==> src/rtl/alu_decode_stage.sv <==
// Purpose: decode RV32I instructions into ALU control, operands and writeback/memory/branch control.
// Latency: 1 cycle from an accepted input to out_valid.
// Backpressure: 2-entry skid buffer keeps in_ready a pure flop output; out_* hold while stalled.
module alu_decode_stage #(
  parameter int XLEN    = 32,
  parameter bit SKID_EN = 1'b1
) (
  input  logic            clk,
  input  logic            rst_n,
  input  logic            flush,
  input  logic            in_valid,
  output logic            in_ready,
  input  logic [XLEN-1:0] in_instr,
  input  logic [XLEN-1:0] in_pc,
  input  logic [XLEN-1:0] in_rs1_data,
  input  logic [XLEN-1:0] in_rs2_data,
  output logic            out_valid,
  input  logic            out_ready,
  output logic [3:0]      out_con,
  output logic [XLEN-1:0] out_a,
  output logic [XLEN-1:0] out_b,
  output logic [XLEN-1:0] out_rs2_data,
  output logic [XLEN-1:0] out_imm,
  output logic [4:0]      out_rd,
  output logic            out_we,
  output logic            out_mem_rd,
  output logic            out_mem_wr,
  output logic            out_branch,
  output logic [2:0]      out_funct3,
  output logic            out_illegal
);

  localparam logic [3:0] CON_ADD   = 4'b0000;
  localparam logic [3:0] CON_SUB   = 4'b0001;
  localparam logic [3:0] CON_AND   = 4'b0010;
  localparam logic [3:0] CON_OR    = 4'b0011;
  localparam logic [3:0] CON_XOR   = 4'b0100;
  localparam logic [3:0] CON_SLT   = 4'b0101;
  localparam logic [3:0] CON_SLTU  = 4'b0110;
  localparam logic [3:0] CON_AUIPC = 4'b1000;
  localparam logic [3:0] CON_LUI   = 4'b1001;
  localparam logic [3:0] CON_SLL   = 4'b1010;
  localparam logic [3:0] CON_SRA   = 4'b1011;
  localparam logic [3:0] CON_SRL   = 4'b1100;

  localparam logic [6:0] OPC_OP     = 7'b0110011;
  localparam logic [6:0] OPC_OPIMM  = 7'b0010011;
  localparam logic [6:0] OPC_LUI    = 7'b0110111;
  localparam logic [6:0] OPC_AUIPC  = 7'b0010111;
  localparam logic [6:0] OPC_LOAD   = 7'b0000011;
  localparam logic [6:0] OPC_STORE  = 7'b0100011;
  localparam logic [6:0] OPC_BRANCH = 7'b1100011;
  localparam logic [6:0] OPC_JAL    = 7'b1101111;
  localparam logic [6:0] OPC_JALR   = 7'b1100111;

  typedef struct packed {
    logic [3:0]      con;
    logic [XLEN-1:0] a;
    logic [XLEN-1:0] b;
    logic [XLEN-1:0] rs2_data;
    logic [XLEN-1:0] imm;
    logic [4:0]      rd;
    logic            we;
    logic            mem_rd;
    logic            mem_wr;
    logic            branch;
    logic [2:0]      funct3;
    logic            illegal;
  } dec_t;

  logic [6:0]      opc;
  logic [2:0]      f3;
  logic [6:0]      f7;
  logic [4:0]      rd;
  logic            alt;
  logic [XLEN-1:0] imm_i, imm_s, imm_b, imm_u, imm_j, shamt_i, shamt_r;

  assign opc     = in_instr[6:0];
  assign rd      = in_instr[11:7];
  assign f3      = in_instr[14:12];
  assign f7      = in_instr[31:25];
  assign alt     = (f7 == 7'b0100000);
  assign imm_i   = {{20{in_instr[31]}}, in_instr[31:20]};
  assign imm_s   = {{20{in_instr[31]}}, in_instr[31:25], in_instr[11:7]};
  assign imm_b   = {{19{in_instr[31]}}, in_instr[31], in_instr[7], in_instr[30:25], in_instr[11:8], 1'b0};
  assign imm_u   = {in_instr[31:12], 12'b0};
  assign imm_j   = {{11{in_instr[31]}}, in_instr[31], in_instr[19:12], in_instr[20], in_instr[30:21], 1'b0};
  // The ALU shifts by the full B, so shift amounts are zero-extended from 5 bits.
  assign shamt_i = {27'b0, in_instr[24:20]};
  assign shamt_r = {27'b0, in_rs2_data[4:0]};

  dec_t dec;
  logic ill;

  // Combinational decode of the presented instruction.
  always_comb begin
    dec          = '0;
    ill          = 1'b0;
    dec.rs2_data = in_rs2_data;
    dec.rd       = rd;
    dec.funct3   = f3;
    case (opc)
      OPC_OP: begin
        dec.a  = in_rs1_data;
        dec.b  = in_rs2_data;
        dec.we = 1'b1;
        ill    = !((f7 == 7'b0) || alt);
        case (f3)
          3'd0: dec.con = alt ? CON_SUB : CON_ADD;
          3'd1: begin dec.con = CON_SLL;  dec.b = shamt_r; ill = ill | alt; end
          3'd2: begin dec.con = CON_SLT;  ill = ill | alt; end
          3'd3: begin dec.con = CON_SLTU; ill = ill | alt; end
          3'd4: begin dec.con = CON_XOR;  ill = ill | alt; end
          3'd5: begin dec.con = alt ? CON_SRA : CON_SRL; dec.b = shamt_r; end
          3'd6: begin dec.con = CON_OR;   ill = ill | alt; end
          3'd7: begin dec.con = CON_AND;  ill = ill | alt; end
        endcase
      end
      OPC_OPIMM: begin
        dec.a  = in_rs1_data;
        dec.b  = imm_i;
        dec.we = 1'b1;
        case (f3)
          3'd0: dec.con = CON_ADD;
          3'd1: begin dec.con = CON_SLL; dec.b = shamt_i; ill = (f7 != 7'b0); end
          3'd2: dec.con = CON_SLT;
          3'd3: dec.con = CON_SLTU;
          3'd4: dec.con = CON_XOR;
          3'd5: begin
            dec.con = alt ? CON_SRA : CON_SRL;
            dec.b   = shamt_i;
            ill     = !((f7 == 7'b0) || alt);
          end
          3'd6: dec.con = CON_OR;
          3'd7: dec.con = CON_AND;
        endcase
      end
      OPC_LUI: begin
        dec.con = CON_LUI;
        dec.b   = imm_u;
        dec.we  = 1'b1;
      end
      OPC_AUIPC: begin
        dec.con = CON_AUIPC;
        dec.a   = in_pc;
        dec.b   = imm_u;
        dec.we  = 1'b1;
      end
      OPC_LOAD: begin
        dec.a      = in_rs1_data;
        dec.b      = imm_i;
        dec.we     = 1'b1;
        dec.mem_rd = 1'b1;
        ill        = (f3 == 3'd3) || (f3 == 3'd6) || (f3 == 3'd7);
      end
      OPC_STORE: begin
        dec.a      = in_rs1_data;
        dec.b      = imm_s;
        dec.mem_wr = 1'b1;
        ill        = (f3 > 3'd2);
      end
      OPC_BRANCH: begin
        dec.a      = in_rs1_data;
        dec.b      = in_rs2_data;
        dec.imm    = imm_b;
        dec.branch = 1'b1;
        case (f3[2:1])
          2'b00:   dec.con = CON_SUB;
          2'b10:   dec.con = CON_SLT;
          2'b11:   dec.con = CON_SLTU;
          default: ill = 1'b1;
        endcase
      end
      OPC_JAL, OPC_JALR: begin
        dec.a   = in_pc;
        dec.b   = 32'd4;
        dec.imm = (opc == OPC_JAL) ? imm_j : imm_i;
        dec.we  = 1'b1;
      end
      default: ill = 1'b1;
    endcase
    if (ill) begin
      dec.con     = CON_ADD;
      dec.a       = '0;
      dec.b       = '0;
      dec.imm     = '0;
      dec.we      = 1'b0;
      dec.mem_rd  = 1'b0;
      dec.mem_wr  = 1'b0;
      dec.branch  = 1'b0;
      dec.illegal = 1'b1;
    end
    dec.we = dec.we & (rd != 5'd0);
  end

  dec_t out_q, skid_q;
  logic out_vld, skid_vld;
  logic acc, xfer;

  // in_ready is just the inverted skid-occupied flop when the skid is enabled.
  assign in_ready = SKID_EN ? !skid_vld : (!out_vld || out_ready);
  assign acc      = in_valid && in_ready && !flush;
  assign xfer     = out_vld && out_ready;

  // Output register plus skid entry; the skid always drains into the output first (FIFO order).
  always_ff @(posedge clk or negedge rst_n) begin
    if (!rst_n) begin
      out_q    <= '0;
      out_vld  <= 1'b0;
      skid_q   <= '0;
      skid_vld <= 1'b0;
    end else if (flush) begin
      out_vld  <= 1'b0;
      skid_vld <= 1'b0;
    end else if (!out_vld || xfer) begin
      if (skid_vld) begin
        out_q    <= skid_q;
        out_vld  <= 1'b1;
        skid_vld <= 1'b0;
      end else if (acc) begin
        out_q   <= dec;
        out_vld <= 1'b1;
      end else begin
        out_vld <= 1'b0;
      end
    end else if (acc && SKID_EN) begin
      skid_q   <= dec;
      skid_vld <= 1'b1;
    end
  end

  assign out_valid    = out_vld;
  assign out_con      = out_q.con;
  assign out_a        = out_q.a;
  assign out_b        = out_q.b;
  assign out_rs2_data = out_q.rs2_data;
  assign out_imm      = out_q.imm;
  assign out_rd       = out_q.rd;
  assign out_we       = out_q.we;
  assign out_mem_rd   = out_q.mem_rd;
  assign out_mem_wr   = out_q.mem_wr;
  assign out_branch   = out_q.branch;
  assign out_funct3   = out_q.funct3;
  assign out_illegal  = out_q.illegal;

endmodule

==> config.mk <==
export PLATFORM = sky130hd
export DESIGN_NAME = alu_decode_stage
export DESIGN_NICKNAME = d
export VERILOG_FILES = /design/src/rtl/alu_decode_stage.sv
export SDC_FILE = /design/constraint.sdc
export NUM_CORES = 1
export LEC_CHECK = 0
export BUFFER_PORTS_ARGS = -buffer_cell sky130_fd_sc_hd__buf_2
export CAP_MARGIN = 0
export CORE_MARGIN = 2
export CORE_UTILIZATION = 35
export DETAILED_ROUTE_END_ITERATION = 16
export GPL_TIMING_DRIVEN = 0
export PLACE_DENSITY = 0.59
export SLEW_MARGIN = 5
export SYNTH_ARGS = -nofsm -noshare
export SYNTH_HDL_FRONTEND = slang
export SYNTH_SLANG_ARGS = --single-unit
==> constraint.sdc <==
create_clock -name clk -period 3.9 [get_ports clk]
set_input_delay 0.585 -clock clk [delete_from_list [all_inputs] [get_ports clk]]
set_output_delay 0.585 -clock clk [all_outputs]
set_load 0.005 [all_outputs]
==> impl_metrics.yaml, run 1 <==
synth:
  postSynthCellCount: 1212
  yosys_warnings: 0
  ys_ff_latch: 270
  synthArstFlopShare: 1.000
  synth_area_um2: 13050
  yosysSeqAreaShare: 0.5179
  synth_edf_count: 0
  ys.flop_type: "dfrtp_1"
  synth_nets: 1345
  yosysUniqueCellTypes: 54
  avgSynthCellArea_um2: 10.76
timing:
  finalClockSkew_ps: 16.30
  finalSetupViolCount: 0
  slew_headroom: 0.3076
  max_freq_mhz: 305.3
  finalCritPeriodShare: 0.8399
  finalWorstSetupSlack_ps: 624.6
  hold_viol: 0
  layout_min_cycle_time_ps: 3275
  worstMarginPinSlew_ps: 1032
  slew_viol_final: 0
  rsz0062_at_grt: "no"
  hold_ws_ps: 85.40
worst_setup_path:
  cp_data_required_time_ps: 4310
  r2r-start: "skid_vld"
  startpoint_type: "register"
  cp_data_arrival_time_ps: 3690
  end_kind: "register"
  cp_max_fo: 10
  worstSetupStartpoint: "skid_vld"
  critPathKind: "register to register"
floorplan:
  die_area_um2: 38830
  start_util: 0.3555
  std_cell_rows: 70
  core_um2: 36700
  die_h_um: 197.1
  num_io_pins: 280
  die_x_um: 197.1
cts:
  postCtsSetupRepairBufs: 0
  clkTransAtPathRegs_ps: 60
  h-tree-depth: 1
  cts_made_buffers: 30
  clock_path_buffers: 3
  cts_tree: "built"
  ctsHoldBuffers: 0
  clkLatencyLatePin_ps: 570
  numClockSinks: 270
  cts_resized: 0
  clock-root-buffer: "clkbuf_16"
final_layout:
  areaGrowthSynthToFinish_pct: 23.67
  layout-drive-gt1-share: 0.3130
  final_common_cell: "buf_2"
  n_fill_cell: 3540
  final_cell_mix: "buf_2 (287), dfrtp_1 (270), nand2_1 (145)"
  layout.nets: 1657
route:
  first_iter_violations: 811
  detail_route.wl_per_cell_um: 22.49
  first_pass_iters: 6
  via_per_inst: 5.543
  drtAntennaViolNets: 0
  routed-via-count: 11160
  postRouteWirelength_um: 45290
  drc: 0
power:
  p_switching_mw: 1.712
  pwr-share-comb: 0.105
  peakVddDrop_mv: 0.3884
  p_seq_frac: 0.453
  intPower_mw: 5.087
  power_density_nw_per_um2: 421.4
  power_frac_clock: 0.443
  leakagePower_nw: 7.599
  power.share.switching: 0.2518
global_route:
  grt_max_degree: 102
  grt_pass1_vias: 10880
  track_usage: 0.2278
  antenna_found_initial: 4
  grt_pass1_wl_um: 67140
  gr-total-overflow: 0
place:
  hpwl_um: 33000
  numPortBuffers: 278
  place_congestion: 0.9247
  preCtsSetupSlack_ps: 396.2
run_status:
  run_status: "complete, no violations"
hold_path:
  hp-class: "input port to async pin"
flow_run:
  maxCapViolations: 0
[flip-flops by register name (all words and copies together) (netlist names)]
name,count
out_valid,1
skid_vld,1
out_we,1
out_b,32
out_rs2_data,32
out_branch,1
out_imm,21
out_rd,5
out_mem_wr,1
out_funct3,3
skid_q,134
out_a,32
out_illegal,1
out_mem_rd,1
out_con,4
[critical path, stage by stage, from the launching register on]
cell	delay [ps]
dfrtp_1	360
clkbuf_1	550
nor2_1	110
nand3_1	570
or2_1	220
clkbuf_1	580
buf_1	590
o31ai_1	150
[routing by layer]
layer | track usage | up-vias | routed length [µm] | share of wire
met5 | 0 | - | 23 | 0.00051
met4 | 0.06656 | 4 | 1381 | 0.030
met3 | 0.04678 | 74 | 3271 | 0.072
met2 | 0.3590 | 431 | 20800 | 0.46
met1 | 0.3176 | 5530 | 19810 | 0.44
li1 | - | 5124 | - | -
[cells by family (layout without fill, tap and decap cells)]
family,after synthesis,in the layout,share of synthesized area
XOR/XNOR,1,1,0.0006715
multiplexers,82,82,0.06685
AND/OR/NAND/NOR,300,300,0.1154
AO/OA/AOI/OAI,425,425,0.2460
other,0,3,0
buffers and inverters,134,465,0.05314
flip-flops,270,270,0.5179
[worst paths after layout]
path	cells after the start	to	slack, ps
min in group clk	2	out_valid	240
worst max register to register	7	skid_q[142]	620
worst min register to register	2	skid_q[114]	470
worst max-delay path	7	skid_q[142]	620
worst min-delay path	1	out_a[26]	90
max in group asynchronous	2	skid_q[107]	2850
[power by group through the flow]
stage                     combinational, mW  clock [mW]  sequential [mW]
after floorplan                       0.334           0             3.11
after global placement                0.698           0             3.12
after detailed placement              0.720           0             3.12
after CTS                             0.721        3.07             3.08
after global routing                  0.779        3.16             3.10
final                                 0.712        3.01             3.08
[stage by stage]
step           cells  power (mW)  TNS [ps]    util  area (µm²)
2_1_floorplan   1212       3.448         0       -       13050
3_3_place_gp    1958       3.818   -769980  0.4093       15020
3_5_place_dp    1960       3.844         0  0.4111       15090
4_1_cts         2011       6.866         0  0.4394       16130
5_1_grt         2012       7.039         0  0.4395       16130
6_report        2014       6.799         0  0.4396       16130
[final cells by class]
class | instances | area [µm²] | share of cell area
diodes | 3 | 7.507 | 0.0004653
plain buffers | 127 | 666.9 | 0.04134
clock buffers | 41 | 883.3 | 0.05475
clock inverters | 10 | 155.1 | 0.009617
inverters | 7 | 26.28 | 0.001629
multi-input cells | 808 | 5595 | 0.3468
flip-flops and latches | 270 | 6756 | 0.4188
well taps | 468 | 585.6 | 0.03630
repair buffers | 280 | 1456 | 0.09027
[Yosys cell counts, drive strengths merged, types with 2 or more instances]
cell,count,area (µm²)
nand2,145,544.3
nor2b,4,25.02
and2,2,12.51
nor2,15,56.30
a22oi,44,330.3
a31oi,2,12.51
o21ai,60,300.3
a222oi,4,40.04
a2bb2oi,2,17.52
buf,34,317.8
a21oi,110,550.5
o31ai,171,1674
nand3b,3,22.52
or2,3,18.77
and3,93,581.8
nand3,5,25.02
mux2i,41,410.4
or4,2,15.01
inv,7,26.28
mux2,41,461.7
nor3,8,45.04
and3b,3,26.28
nand2b,8,50.05
clkbuf,93,349.1
a221oi,19,166.4
or3,4,25.02
dfrtp,270,6756
o211a,2,20.02
(Power assumes the default switching activity.)
==> run 2, diff against run 1 <==
--- a/config.mk
+++ b/config.mk
@@ -5,13 +5,14 @@
 export SDC_FILE = /design/constraint.sdc
 export NUM_CORES = 1
 export LEC_CHECK = 0
+export ABC_AREA = 1
 export BUFFER_PORTS_ARGS = -buffer_cell sky130_fd_sc_hd__buf_2
 export CAP_MARGIN = 0
 export CORE_MARGIN = 2
 export CORE_UTILIZATION = 35
 export DETAILED_ROUTE_END_ITERATION = 16
 export GPL_TIMING_DRIVEN = 0
-export PLACE_DENSITY = 0.59
+export PLACE_DENSITY = 0.61
 export SLEW_MARGIN = 5
 export SYNTH_ARGS = -nofsm -noshare
 export SYNTH_HDL_FRONTEND = slang
==> constraint.sdc (replaced) <==
create_clock -name clk -period 3 [get_ports clk]
set_input_delay 0.45 -clock clk [delete_from_list [all_inputs] [get_ports clk]]
set_output_delay 0.45 -clock clk [all_outputs]
set_load 0.005 [all_outputs]
==> impl_metrics.yaml, run 2 <==
synth:
  synth_area_leaders: "dfrtp_1 (47%), nand2_1 (21%), nor2_1 (7.9%)"
  yosysMostFrequentCell: "nand2_1"
  yosysUniqueCellTypes: 22
  synth_top_cell_by_area: "dfrtp_1"
  yosys_warnings: 0
  synth_nets: 2154
  ys_top_cells_by_count: "nand2_1 (820), nor2_1 (304), dfrtp_1 (270)"
  synthArstFlopShare: 1.000
  post-synth-top-area-fraction: 0.4695
  ys.flop_type: "dfrtp_1"
  postSynthCellCount: 2021
  synth_edf_count: 0
  avgSynthCellArea_um2: 7.120
  synth_area_um2: 14390
  yosysSeqAreaShare: 0.4695
  ys_ff_latch: 270
worst_setup_path:
  startpoint_type: "register"
  r2r-start: "skid_vld"
  cp_data_required_time_ps: 2550
  worstSetupStartpoint: "skid_vld"
  cp_data_arrival_time_ps: 2480
  end_kind: "primary output"
  cp_max_fo: 10
  critPathKind: "register to primary output"
final_layout:
  fin_area_um2: 17580
  fin_cells: 2892
  largest-register: "skid_q"
  final_cell_mix: "nand2_1 (820), buf_2 (309), nor2_1 (304)"
  areaGrowthSynthToFinish_pct: 22.16
  final_common_cell: "nand2_1"
  largest_reg_flops: 134
  layout-drive-gt1-share: 0.1861
  layout.nets: 2464
route:
  routed-via-count: 14480
  postRouteWirelength_um: 53320
  via_per_inst: 5.007
  first_iter_violations: 1320
  drc: 0
  first_pass_iters: 5
  detail_route.wl_per_cell_um: 18.44
  drtAntennaViolNets: 0
hold_path:
  hp-class: "input port to register"
  min-delay-start: "flush"
floorplan:
  std_cell_rows: 74
  die_area_um2: 42750
  num_io_pins: 280
  start_util: 0.3532
  die_x_um: 206.8
  die_h_um: 206.8
  core_um2: 40740
global_route:
  antenna_found_initial: 6
  grt_max_degree: 109
  grt_pass1_vias: 13710
  gr-total-overflow: 0
  track_usage: 0.2466
  grt_pass1_wl_um: 80230
cts:
  cts_resized: 0
  clock_path_buffers: 3
  numClockSinks: 270
  clkTransAtPathRegs_ps: 60
  cts_tree: "built"
  clkLatencyLatePin_ps: 570
  h-tree-depth: 1
  clock-root-buffer: "clkbuf_16"
  cts_made_buffers: 30
place:
  hpwl_um: 40520
  numPortBuffers: 275
  dp.cells: 2830
  place_area_um2: 16500
  preCtsSetupSlack_ps: 261.7
  place_congestion: 0.9340
power:
  peakVddDrop_mv: 0.2542
  total_power_mw: 9.192
  power_density_nw_per_um2: 522.9
  leakagePower_nw: 10.22
timing:
  worstMarginPinSlew_ps: 1102
  finalWorstSetupSlack_ps: 72.65
  finalSetupViolCount: 0
  rsz0062_at_grt: "no"
  max_freq_mhz: 341.6
  slew_headroom: 0.2651
  layout_min_cycle_time_ps: 2927
  finalCritPeriodShare: 0.9758
  fin_tns_setup_ps: 0
  hold_viol: 0
  slew_viol_final: 0
  finalClockSkew_ps: 10.07
flow_run:
  maxCapViolations: 0
run_status:
  run_status: "complete, no violations"
[run 2: cell count changes after synthesis, moves of 49 or more]
cell     before  now
inv_1         7   62
a21oi_1     110    7
nand3_1       5   54
o31ai_2      78    0
nor2_1       15  304
nand2_1     145  820
nand4_1       1   70
and3_1       93    0
o21ai_0      58  141
o31ai_1      93    0
o21ai_1       2   88
[run 2: worst paths after layout]
check | cells after the start | to | slack (ps)
setup / recovery | 4 | in_ready | 70
hold / removal | 4 | skid_vld | 150
setup reg to reg | 8 | out_a[7] | 270
hold reg to reg | 2 | out_imm[3] | 470
max in group asynchronous | 3 | skid_q[115] | 1550
min in group asynchronous | 2 | out_rs2_data[2] | 460
[run 2: final cells by class]
cell class,count,area [µm²]
tap,532,665.6
timing repair buffer,278,1451
clock buffer,41,853.3
fill,4293,23160
inverter,69,259.0
buffer,157,820.8
sequential,270,6756
clock inverter,14,203.9
antenna,6,15.01
multi-input combinational,1525,6554
[run 2: metrics by stage]
stage	util	hold slack [ps]
final	0.4315	150.7
after global routing	0.4313	176.4
after CTS	0.4311	137.0
after detailed placement	0.4049	461.6
after global placement	0.4033	460.8
after floorplan	-	154.4
[run 2: cell families after synthesis]
family / synth area share
simple gates: 0.3722
compound gates: 0.08321
buf+inv: 0.07504
flops: 0.4695
[run 2: layer usage]
metal | wire length (µm) | GRT usage | vias up
met1 | 23120 | 0.3342 | 6831
met5 | 13 | 0 | -
met2 | 24310 | 0.3993 | 554
met3 | 4519 | 0.04914 | 66
met4 | 1360 | 0.07396 | 2
li1 | - | - | 7028
[run 2: worst max-delay path, stage by stage (launching register included)]
cell and delay, ps:
dfrtp_1 410, inv_2 190, clkbuf_1 790, buf_2 370, buf_2 150
[run 2: where the power goes]
group	switching [mW]	internal [mW]	leakage (nW)
logic	0.717	0.407	6.07
clock network	1.56	2.41	0.516
registers	0.156	3.94	3.64
[run 2: repair_timing]
action                    CTS  global route
hold buffers                1             0
setup buffers               0             0
hold endpoints to repair   77             0
